===== src/rtl/async_gray_chan_dst.sv =====
// rtl/async_gray_chan_dst.sv - destination half of a Gray-pointer async FIFO channel with 1-entry output register
`timescale 1ns/1ps
module async_gray_chan_dst #(
  parameter int DATA_WIDTH  = 64,
  parameter int LOG_DEPTH   = 1,
  parameter int SYNC_STAGES = 2
) (
  input  logic                                  clk_i,
  input  logic                                  rst_ni,
  input  logic [LOG_DEPTH:0]                    async_wptr_i,
  input  logic [(2**LOG_DEPTH)*DATA_WIDTH-1:0]  async_data_i,
  output logic [LOG_DEPTH:0]                    async_rptr_o,
  output logic [DATA_WIDTH-1:0]                 dst_data_o,
  output logic                                  dst_valid_o,
  input  logic                                  dst_ready_i
);

  localparam int PW    = LOG_DEPTH + 1;
  localparam int DEPTH = 2 ** LOG_DEPTH;

  function automatic logic [PW-1:0] bin2gray(input logic [PW-1:0] b);
    return b ^ (b >> 1);
  endfunction

  logic [PW-1:0]         sync_q [SYNC_STAGES];
  logic [PW-1:0]         wptr_sync;
  logic [PW-1:0]         rptr;
  logic [PW-1:0]         rptr_next;
  logic [DATA_WIDTH-1:0] entries [DEPTH];
  logic                  empty;
  logic                  pop;

  // Unpack the flattened source storage so entries can be indexed by read address
  for (genvar k = 0; k < DEPTH; k++) begin : g_entries
    assign entries[k] = async_data_i[k*DATA_WIDTH +: DATA_WIDTH];
  end

  // Synchronizer chain: the only sampling point of the source-domain write pointer
  always_ff @(posedge clk_i or negedge rst_ni) begin
    if (!rst_ni) begin
      for (int i = 0; i < SYNC_STAGES; i++) sync_q[i] <= '0;
    end else begin
      sync_q[0] <= async_wptr_i;
      for (int i = 1; i < SYNC_STAGES; i++) sync_q[i] <= sync_q[i-1];
    end
  end

  assign wptr_sync = sync_q[SYNC_STAGES-1];
  assign rptr_next = rptr + PW'(1);

  // async_rptr_o always holds gray(rptr), so comparing against it is the empty test
  assign empty = (wptr_sync == async_rptr_o);
  assign pop   = !empty && (!dst_valid_o || dst_ready_i);

  // Read pointer and its Gray image; both advance only on a pop
  always_ff @(posedge clk_i or negedge rst_ni) begin
    if (!rst_ni) begin
      rptr         <= '0;
      async_rptr_o <= '0;
    end else if (pop) begin
      rptr         <= rptr_next;
      async_rptr_o <= bin2gray(rptr_next);
    end
  end

  // Output register: load on pop, drop valid on a handshake with nothing to refill
  always_ff @(posedge clk_i or negedge rst_ni) begin
    if (!rst_ni) begin
      dst_valid_o <= 1'b0;
      dst_data_o  <= '0;
    end else if (pop) begin
      dst_valid_o <= 1'b1;
      dst_data_o  <= entries[rptr[LOG_DEPTH-1:0]];
    end else if (dst_valid_o && dst_ready_i) begin
      dst_valid_o <= 1'b0;
    end
  end

endmodule


===== config.mk =====
export PLATFORM = sky130hd
export DESIGN_NAME = async_gray_chan_dst
export DESIGN_NICKNAME = d
export VERILOG_FILES = /design/src/rtl/async_gray_chan_dst.sv
export SDC_FILE = /design/constraint.sdc
export NUM_CORES = 1
export LEC_CHECK = 0
export BUFFER_PORTS_ARGS = -buffer_cell sky130_fd_sc_hd__buf_2
export CAP_MARGIN = 20
export CORE_MARGIN = 2
export CORE_UTILIZATION = 40
export CTS_CLUSTER_SIZE = 16
export DETAILED_ROUTE_END_ITERATION = 10
export GPL_ROUTABILITY_DRIVEN = 0
export GPL_TIMING_DRIVEN = 0
export PLACE_DENSITY = 0.8
export SKIP_LAST_GASP = 1
export SYNTH_ARGS = -nofsm -noshare
export SYNTH_HDL_FRONTEND = slang
export SYNTH_SLANG_ARGS = --single-unit

===== constraint.sdc =====
create_clock -name clk_i -period 3.37 [get_ports clk_i]
set_clock_uncertainty 0.15 [all_clocks]
set_input_delay 0.337 -clock clk_i [delete_from_list [all_inputs] [get_ports clk_i]]
set_output_delay 0.337 -clock clk_i [all_outputs]
set_load 0.02 [all_outputs]

Yosys cells after proc, flatten, opt, wreduce, memory -nomap -nowiden
Cells that the tools add are included.
- bits in registers: 73
- input bits: 133
- output and inout port bits: 67
- logic and storage cells: 22
- add/sub/neg operators: 1
- order comparisons: 1
- equal/unequal tests: 1
- mux-type cells: 5
- bitwise logic cells: 2
- reductions and logical operators: 6
- operators with widths (operator ; number):
    $mux 64 ; 3
    $add 2x1->2 const B ; 1
    $eq 2x2->1 ; 1
    $ge 2x2->1 const B ; 1
    $logic_and 1x1->1 ; 2
    $logic_not 1->1 ; 2
    $mux 1 ; 2
    $not 1->2 ; 1
    $reduce_bool 2->1 ; 1
    $xor 2x1->2 ; 1
    $logic_or 1x1->1 ; 1

Longest topological paths before layout
Gate-level depths: netlist of the first run.
- depth after elaboration: 4
- gate-level depth with buffers: 5
- gate-level depth less buffers: 3

Worst setup path after synthesis of the first run
Ideal clock, no wire load.
- kind: reg2reg
- start: register async_rptr_o[0]
- end: register dst_data_o[10]
- setup time: 0.125 ns
- data arrival time: 1.496 ns
- required time: 3.095 ns
- path slack: 1.599 ns
- stages on the path, launching flop included: 6
- path buffers: 2
- clock period less this slack: 1.771 ns
- cell sequence: dfrtp_1 -> xor2_1 -> o21ai_1 -> buf_6 -> buf_6 -> mux2_4
- longest elaborated chain between the ends: 3
- RTL lines (item ; line ; RTL):
    start, declared ; 12 ; output logic [LOG_DEPTH:0] async_rptr_o,
    start signal, assigned ; 62 ; async_rptr_o <= bin2gray(rptr_next);
    $eq 2x2->1 ; 52 ; assign empty = (wptr_sync == async_rptr_o);
    $logic_not 1->1 ; 53 ; assign pop = !empty && (!dst_valid_o || dst_ready_i);
    $logic_and 1x1->1 ; 53 ;
    end signal, assigned ; 73 ; dst_data_o <= entries[rptr[LOG_DEPTH-1:0]];
    end, declared ; 13 ; output logic [DATA_WIDTH-1:0] dst_data_o,
Every way passes these cells.
A chain may end at the register's enable or synchronous reset.

Final worst setup path of the first run
- start: register rptr[0]
- end: register dst_data_o[17]
- longest elaborated chain between the ends: 4
- RTL lines (item ; line ; RTL):
    start, declared ; 27 ; logic [PW-1:0] rptr;
    start signal, assigned ; 61 ; rptr <= rptr_next;
    $not 1->2 (not written as such) ; 73 ;
    $mux 64 (not written as such) (3 in series) ; 73 ;
Every way passes these cells. The select of a mux whose other input is x is not followed.

==> results_dict.tcl, run 1 <==
set metrics [dict create \
    outcome "finished clean" \
    grt_pass1_wl_mm 12.7 \
    seqPwrFrac_pct 30.2 \
    synth_top_area_share_pct 50.5 \
    hold_slack_ps 146 \
    wire_per_inst_um 14.4 \
    clk_pin_slew_ps 80 \
    syn-cell-area_um2 3570 \
    rows 34 \
    cts-buffers-inserted 9 \
    final_cell_count_no_fill 552 \
    synth_top_family_by_area "multiplexers" \
    synth_area_per_cell_um2 15.8 \
    required_ps 3430 \
    synth-async-reset-ratio_pct 100 \
    ys_ff_latch 72 \
    cts_htree_levels 3 \
    grt_overflow 0 \
    seq_area_um2 1800 \
    reg2reg_slack_ps 1340 \
    synth-compound-area-share_pct 0.351 \
    io_buffers 199 \
    crit_fanout 10 \
    p_int_mw 3.18 \
    initialDrtViolationCount 50 \
    cts.sinks 72 \
    slew_headroom_pct 41.7 \
    crit_buf_inv 2 \
    combPwrFrac_pct 54.1 \
    grt_pass1_vias 2731 \
    finalSetupTns_ps 0 \
    core_area_um2 8680 \
    ys_warn_count 0 \
    syn_inst 226 \
    globalRouteMet3Util_pct 4.54 \
    fin_area_um2 4970 \
    ys.flop_type "dfrtp_1" \
    drc_errors 0 \
    fin_crit_ps 2030 \
    dp.cells 533 \
    synth_fp_nets 359 \
    grtUsageTotal_pct 16.4 \
    final_net_count 572 \
    io_pins 200 \
    p_leak_nw 2.52 \
    vdd_drop_max_mv 0.495 \
    r2r_end "dst_data_o[17]" \
    via_per_inst 4.71 \
    timing.final.crit_share_pct 60.2 \
    slowest_stage "clkbuf_1" \
    p_switching_mw 1.84 \
    place_hpwl_mm 6.05 \
    grt_max_degree 73 \
    insertion_delay_ps 330 \
    maxCapViolCount 0 \
    swShare_pct 36.7 \
    worstMarginPinSlew_ps 874 \
    cp_top_family "buffers and inverters" \
    drive_above_1_share_pct 80.0 \
    dr.pass1.iters 4 \
    hp-class "in -> reg" \
    synth.most_common_cell "mux2_2" \
    place_ws_ps 1300 \
    criticalPathCategory "reg -> reg" \
    placed_area_um2 4700 \
    synth.area.mux_share_pct 44.7 \
    final_hold_viol_count 0 \
    r2r_start "rptr[0]" \
    cp-startpoint "rptr[0]" \
    endpoint "dst_data_o[17]" \
    fillers 717 \
    rsz0062_at_grt "false" \
    grt.met1_usage_pct 19.5 \
    worst_r2r_path_depth 4 \
    n_antenna_cell 0 \
    root_buffer "clkbuf_8" \
    synth_fa_ha_area_share_pct 0 \
    antenna_left 0 \
    vias 2599 \
    total_power_mw 5.02 \
    max_freq_ghz 0.493 \
    synth_common_cells "mux2_2 (90), dfrtp_1 (72), mux2_4 (38), buf_2 (6), buf_6 (5)" \
    tritoncts "yes" \
    synth_top_area_cell "dfrtp_1" \
    multiInputGateArea_um2 1660 \
    yosysSeqAreaShare_pct 50.5 \
    finalCoreUtilization_pct 57.3 \
    die_h_um 98.4 \
    power_density_nw_per_um2 1010 \
    cp-end-kind "flop" \
    antenna_found_initial 0 \
    wl_mm 7.93 \
    synth_area_leaders "dfrtp_1 (51%), mux2_2 (28%), mux2_4 (16%)" \
    arrival_ps 2090 \
    cts_buffer_depth 2 \
    postCtsSetupBuffers 0 \
    worstPathCellList "buf_2 -> clkbuf_1 -> mux2_2 -> mux2_4" \
    start_kind "flop" \
    critical_path_depth 4 \
    setup_violations 0 \
    synth-xor-area-share_pct 0.982 \
    slowest_delay_ps 450 \
    grtUsageMet2_pct 27.9 \
    area_growth_pct 39.4 \
    maxSlewViolCount 0 \
    ys_types 16 \
    grt_busiest_layer "met2" \
    clkPwrFrac_pct 15.7 \
    synth-simple-area-share_pct 0.386 \
    start_util_pct 41.1 \
    synth_edf_count 0 \
    setup_ws_ps 1340 \
    die_w_um 98.4 \
    fp.dieArea_um2 9690 \
]
## kinds of logic (layout without fill, tap and decap cells)
group / after synthesis / in the layout
muxes: 129 / 129
DFF: 72 / 72
buffers and inverters: 16 / 234
xor gates and xnor gates: 4 / 4
and+or+nand+nor: 3 / 3
AOI/OAI and AO/OA: 2 / 2
## per-layer routing
layer / up-vias / share of wire, %
li1: 1230 / -
met1: 1226 / 40
met2: 125 / 50
met3: 18 / 8.0
met4: 0 / 2.0
met5: - / 0
## worst reg2reg max path, delay by kind of cell, from the launching register on
family   cells  cell delay, ps
mux          2             670
flops        1             360
buf+inv      2             740
## worst min-delay path by stage
stage | startpoint | to | depth (start not counted)
after floorplan | rst_ni | async_rptr_o[0] | 0
after global placement | sync_q[2] | wptr_sync[0] | 0
after detailed placement | sync_q[3] | wptr_sync[1] | 0
after CTS | dst_ready_i | dst_valid_o | 3
after global routing | dst_ready_i | dst_valid_o | 3
final | dst_ready_i | dst_valid_o | 3
## sequential cells by signal (all words and copies together), names as in the netlist
signal,cells
wptr_sync,2
rptr,1
async_rptr_o,2
dst_data_o,64
dst_valid_o,1
sync_q,2
## placed cells by master (no fill, tap or decap)
cell type      Yosys  layout
xnor2_1            2       2
mux2i_1            1       1
buf_2              6     204
clkbuf_1           3       3
o211ai_1           1       1
o21ai_1            1       1
inv_1              1       1
nor2_1             1       1
nand2b_1           1       1
dfrtp_1           72      72
buf_4              1       2
clkbuf_8           0      12
buf_6              5       5
nand2_1            1       1
dlygate4sd3_1      0       3
mux2_2            90      90
bufinv_16          0       2
xor2_1             2       2
clkinvlp_4         0       2
mux2_4            38      38
## layout make-up
type                       instances  area share (%)
buffer                            15            2.11
clock buffer                      12            3.32
clock inverter                     4            1.51
inverter                           1          0.0755
multi-input combinational        138            33.3
sequential                        72            36.3
tap                              108            2.72
timing repair buffer             202            20.7
## what timing repair did
item / in CTS / in global routing
endpoints found under the hold margin: 4 / 0
hold buffers: 3 / 0
gates resized for setup: 0 / 0
## power groups by stage
stage	combinational, mW	sequential, mW	clock, mW
after global routing	2.89	1.57	0.860
after global placement	2.67	1.51	0
final	2.71	1.51	0.788
after CTS	2.76	1.52	0.815
after floorplan	1.48	2.03	0
after detailed placement	2.75	1.52	0
Note: power is estimated with default switching activity, not from simulation.
==> run 2, diff against run 1 <==
==> constraint.sdc (replaced) <==
create_clock -name clk_i -period 2.1 [get_ports clk_i]
set_clock_uncertainty 0.15 [all_clocks]
set_input_delay 0.21 -clock clk_i [delete_from_list [all_inputs] [get_ports clk_i]]
set_output_delay 0.21 -clock clk_i [all_outputs]
set_load 0.02 [all_outputs]
==> run 2 against run 1 <==
Against the previous run: clock power up 61%; sequential cell count is the same; power up 61%; register-to-register slack worse by 1100 ps; final cell count grew 0.18%; setup slack worse by 1100 ps; die area unchanged; global-route usage barely moved; sequential power grew 61%; critical path type unchanged; highest routed layer unchanged.
==> results_dict.tcl, run 2 (synthesis results as in run 1) <==
set metrics [dict create \
    outcome "finished clean" \
    grt_pass1_vias 2746 \
    n_antenna_cell 0 \
    largest_reg_flops 64 \
    criticalPathCategory "reg -> reg" \
    place_hpwl_mm 6.05 \
    cts.sinks 72 \
    final_hold_viol_count 0 \
    cts_htree_levels 3 \
    crit_buf_inv 2 \
    seq_area_um2 1800 \
    fp.dieArea_um2 9690 \
    postCtsSetupBuffers 0 \
    final_net_count 573 \
    finalSetupTns_ps 0 \
    layout_common_cells "buf_2 (204), mux2_2 (90), dfrtp_1 (72), mux2_4 (38), clkbuf_8 (12)" \
    placed_area_um2 4700 \
    required_ps 2170 \
    fin_crit_ps 1890 \
    top_register "dst_data_o" \
    maxCapViolCount 0 \
    via_per_inst 4.70 \
    worstMarginPinSlew_ps 876 \
    grt_max_degree 73 \
    insertion_delay_ps 330 \
    dr.pass1.iters 4 \
    max_freq_ghz 0.529 \
    reg2reg_slack_ps 210 \
    wl_mm 7.94 \
    start_kind "flop" \
    clk_pin_slew_ps 80 \
    crit_top_cell "buf_6" \
    grt_overflow 0 \
    hold_depth 3 \
    root_buffer "clkbuf_8" \
    vias 2599 \
    start_util_pct 41.1 \
    timing.final.crit_share_pct 90.0 \
    io_pins 200 \
    dp.cells 533 \
    rsz0062_at_grt "false" \
    slowest_delay_ps 430 \
    worstPathCellList "xor2_1 -> o21ai_1 -> buf_6 -> buf_6 -> mux2_4" \
    power_density_nw_per_um2 1620 \
    cts-buffers-inserted 9 \
    setup_violations 0 \
    drc_errors 0 \
    p_leak_nw 2.53 \
    core_area_um2 8680 \
    die_w_um 98.4 \
    vdd_drop_max_mv 0.795 \
    wire_per_inst_um 14.4 \
    area_growth_pct 39.7 \
    worst_r2r_path_depth 5 \
    cp_top_family "flip-flops" \
    rows 34 \
    critical_path_depth 5 \
    grtUsageTotal_pct 16.3 \
    hold_slack_ps 77.9 \
    crit_fanout 10 \
    tritoncts "yes" \
    cp-end-kind "flop" \
    antenna_left 0 \
    slew_headroom_pct 41.6 \
    drive_above_1_share_pct 80.0 \
    antenna_found_initial 0 \
    arrival_ps 1960 \
    initialDrtViolationCount 48 \
    slowest_stage "dfrtp_1" \
    final_cell_count_no_fill 553 \
    io_buffers 199 \
    die_h_um 98.4 \
    final_common_cell "buf_2" \
    fin_area_um2 4980 \
    grt_pass1_wl_mm 12.7 \
    cts_buffer_depth 2 \
    fillers 718 \
    maxSlewViolCount 0 \
    multiInputGateArea_um2 1660 \
    hp-class "in -> reg" \
]
## run 2: changes by cell type in the layout (fill, tap and decap cells not counted), sizes merged
cell,delta
dlygate4sd3,+1
## run 2: worst register-to-register path, stage by stage (launching register included)
cell and delay, ps:
dfrtp_1 430, xor2_1 200, o21ai_1 260, buf_6 220, buf_6 200, mux2_4 320
## run 2: worst paths after layout
path / startpoint / to
max: async_rptr_o[1] / dst_data_o[35]
min: async_data_i[86] / dst_data_o[22]
max reg2reg: async_rptr_o[1] / dst_data_o[35]
min reg2reg: sync_q[2] / wptr_sync[0]
max in group asynchronous: rst_ni / dst_data_o[51]
min in group asynchronous: rst_ni / dst_data_o[14]
## run 2: per-stage QoR
step / util [%] / total power, mW / worst slack (ps)
finish: 57.4 / 8.06 / 211
detailed placement: 54.2 / 6.86 / 35.0
floorplan: - / 5.63 / 329
global route: 57.4 / 8.54 / 123
global placement: 54.1 / 6.72 / 111
CTS: 57.4 / 8.17 / 38.7
## run 2: area by class of cell
cell class / count / area share (%)
Buffer: 15 / 2.14
Clock buffer: 12 / 3.32
Sequential cell: 72 / 36.2
Timing Repair Buffer: 203 / 20.8
Multi-Input combinational cell: 138 / 33.2
Clock inverter: 4 / 1.51
Inverter: 1 / 0.0754
Tap cell: 108 / 2.71
## run 2: repair_timing
item	CTS	global route
endpoints found under the hold margin	75	0
hold buffers	4	0
endpoints found under the setup margin	0	10
resized for setup	0	2
## run 2: metal layers
metal  GRT usage [%]  wire (um)  share of wire, %
met2            28.0       4020                51
met4            6.85        136               1.7
met1            19.3       3150                40
met5               0          0                 0
met3            4.54        637               8.0
## run 2: power by group
group	total, mW	internal (mW)	switching (mW)
clock	1.27	0.767	0.499
sequential	2.43	2.08	0.350
combinational	4.36	2.25	2.11
==> run 3, diff against run 2 <==
--- a/config.mk
+++ b/config.mk
@@ -5,7 +5,7 @@
 export SDC_FILE = /design/constraint.sdc
 export NUM_CORES = 1
 export LEC_CHECK = 0
-export BUFFER_PORTS_ARGS = -buffer_cell sky130_fd_sc_hd__buf_2
+export BUFFER_PORTS_ARGS = -buffer_cell sky130_fd_sc_hd__clkbuf_2
 export CAP_MARGIN = 20
 export CORE_MARGIN = 2
 export CORE_UTILIZATION = 40
@@ -14,6 +14,7 @@
 export GPL_ROUTABILITY_DRIVEN = 0
 export GPL_TIMING_DRIVEN = 0
 export PLACE_DENSITY = 0.8
+export SKIP_CTS_REPAIR_TIMING = 1
 export SKIP_LAST_GASP = 1
 export SYNTH_ARGS = -nofsm -noshare
 export SYNTH_HDL_FRONTEND = slang
==> run 3 against run 2 <==
Against the previous run: final area is 1.0% lower; largest power group unchanged; hold slack worse by 41 ps; highest routed layer unchanged; via count increased by 0.31%; sequential share of layout area rose by 0.37 points; power shrank 3.6%; sequential cell count did not move.
==> results_dict.tcl, run 3 (synthesis results as in run 1) <==
set metrics [dict create \
    io_buffers 199 \
    criticalPathCategory "reg -> reg" \
    arrival_ps 1970 \
    antenna_found_initial 0 \
    tritoncts "yes" \
    cts_buffer_depth 2 \
    dr.pass1.iters 4 \
    maxSlewViolCount 0 \
    crit_top_cell "buf_6" \
    drc_errors 0 \
    insertion_delay_ps 330 \
    required_ps 2160 \
    p_leak_nw 2.55 \
    layout_common_cells "clkbuf_2 (199), mux2_2 (90), dfrtp_1 (72), mux2_4 (38), clkbuf_8 (12)" \
    slew_headroom_pct 64.0 \
    fin_crit_ps 1910 \
    timing.final.crit_share_pct 90.9 \
    place_hpwl_mm 6.17 \
    rsz0062_at_grt "false" \
    core_area_um2 8680 \
    grt_overflow 0 \
    vias 2607 \
    die_w_um 98.4 \
    power_density_nw_per_um2 1580 \
    worstMarginPinSlew_ps 540 \
    slowest_delay_ps 430 \
    grt_max_degree 48 \
    hold_slack_ps 37.0 \
    clk_pin_slew_ps 70 \
    dp.cells 534 \
    max_freq_ghz 0.524 \
    initialDrtViolationCount 13 \
    fp.dieArea_um2 9690 \
    largest_reg_flops 64 \
    grtUsageTotal_pct 16.5 \
    die_h_um 98.4 \
    n_antenna_cell 0 \
    rows 34 \
    wl_mm 7.92 \
    vdd_drop_max_mv 0.701 \
    top_register "dst_data_o" \
    slowest_stage "dfrtp_1" \
    wire_per_inst_um 14.4 \
    final_hold_viol_count 0 \
    root_buffer "clkbuf_8" \
    cp-end-kind "flop" \
    cts.sinks 72 \
    finalSetupTns_ps 0 \
    area_growth_pct 38.3 \
    placed_area_um2 4730 \
    start_util_pct 41.1 \
    antenna_left 0 \
    setup_violations 0 \
    seq_area_um2 1800 \
    outcome "finished clean" \
    hp-class "in -> reg" \
    drive_above_1_share_pct 79.7 \
    setup_ws_ps 192 \
    crit_fanout 10 \
    cts_htree_levels 3 \
    final_net_count 573 \
    multiInputGateArea_um2 1660 \
    hold_depth 3 \
    worstPathCellList "xor2_1 -> o21ai_1 -> buf_6 -> buf_6 -> mux2_4" \
    grt_pass1_wl_mm 13.0 \
    place_ws_ps 44.1 \
    fillers 730 \
    io_pins 200 \
    final_cell_count_no_fill 551 \
    final_common_cell "clkbuf_2" \
    maxCapViolCount 0 \
    cts-buffers-inserted 9 \
    via_per_inst 4.73 \
    start_kind "flop" \
    worst_r2r_path_depth 5 \
    fin_area_um2 4930 \
    grt_pass1_vias 2834 \
]
==> run 3: cell types whose count changed in the layout (fill, tap and decap cells not counted), moves of 2 or more <==
cell        change
bufinv_16       -2
clkinvlp_4      -2
clkbuf_2      +198
clkbuf_1        +2
buf_2         -198
==> run 3: cell type report <==
| type | count | area share [%] |
|---|---|---|
| Sequential cell | 72 | 36.5 |
| Multi-Input combinational cell | 138 | 33.6 |
| Timing Repair Buffer | 203 | 21.4 |
| Clock buffer | 14 | 3.50 |
| Tap cell | 108 | 2.74 |
| Buffer | 15 | 2.16 |
| Inverter | 1 | 0.0761 |
==> run 3: path summary, 6_finish.rpt <==
| path | slack, ps | start | end |
|---|---|---|---|
| hold / removal | 40 | dst_ready_i | dst_valid_o |
| hold reg to reg | 200 | sync_q[2] | wptr_sync[0] |
| setup / recovery | 190 | async_rptr_o[1] | dst_data_o[35] |
| min in group asynchronous | 220 | rst_ni | dst_data_o[11] |
| setup reg to reg | 190 | async_rptr_o[1] | dst_data_o[35] |
| max in group asynchronous | 1030 | rst_ni | dst_data_o[2] |
==> run 3: routing by layer <==
metal | vias up | GRT usage [%] | share of wire, %
met2 | 115 | 29.3 | 51
met3 | 9 | 3.90 | 7.3
li1 | 1229 | - | -
met5 | - | 0 | 0
met1 | 1254 | 19.9 | 40
met4 | 0 | 5.16 | 1.1
==> run 3: worst max-delay path, delay by kind of cell, from the launching register on <==
family          cells  cell delay, ps
compound gates      1             270
mux                 1             320
xor+xnor            1             210
flops               1             430
buf+inv             2             420
==> run 3: stage by stage <==
step	utilization (%)	power, mW
2_1_floorplan	-	5.63
3_3_place_gp	54.1	6.73
3_5_place_dp	54.5	6.88
4_1_cts	56.5	7.88
5_1_grt	56.8	8.27
6_report	56.8	7.77
==> run 3: where the power goes <==
part           switching (mW)  leakage, nW  total, mW  internal (mW)
Combinational            2.09         1.63       4.33           2.24
Clock                   0.451       0.0886      0.966          0.515
Sequential              0.387        0.839       2.47           2.08
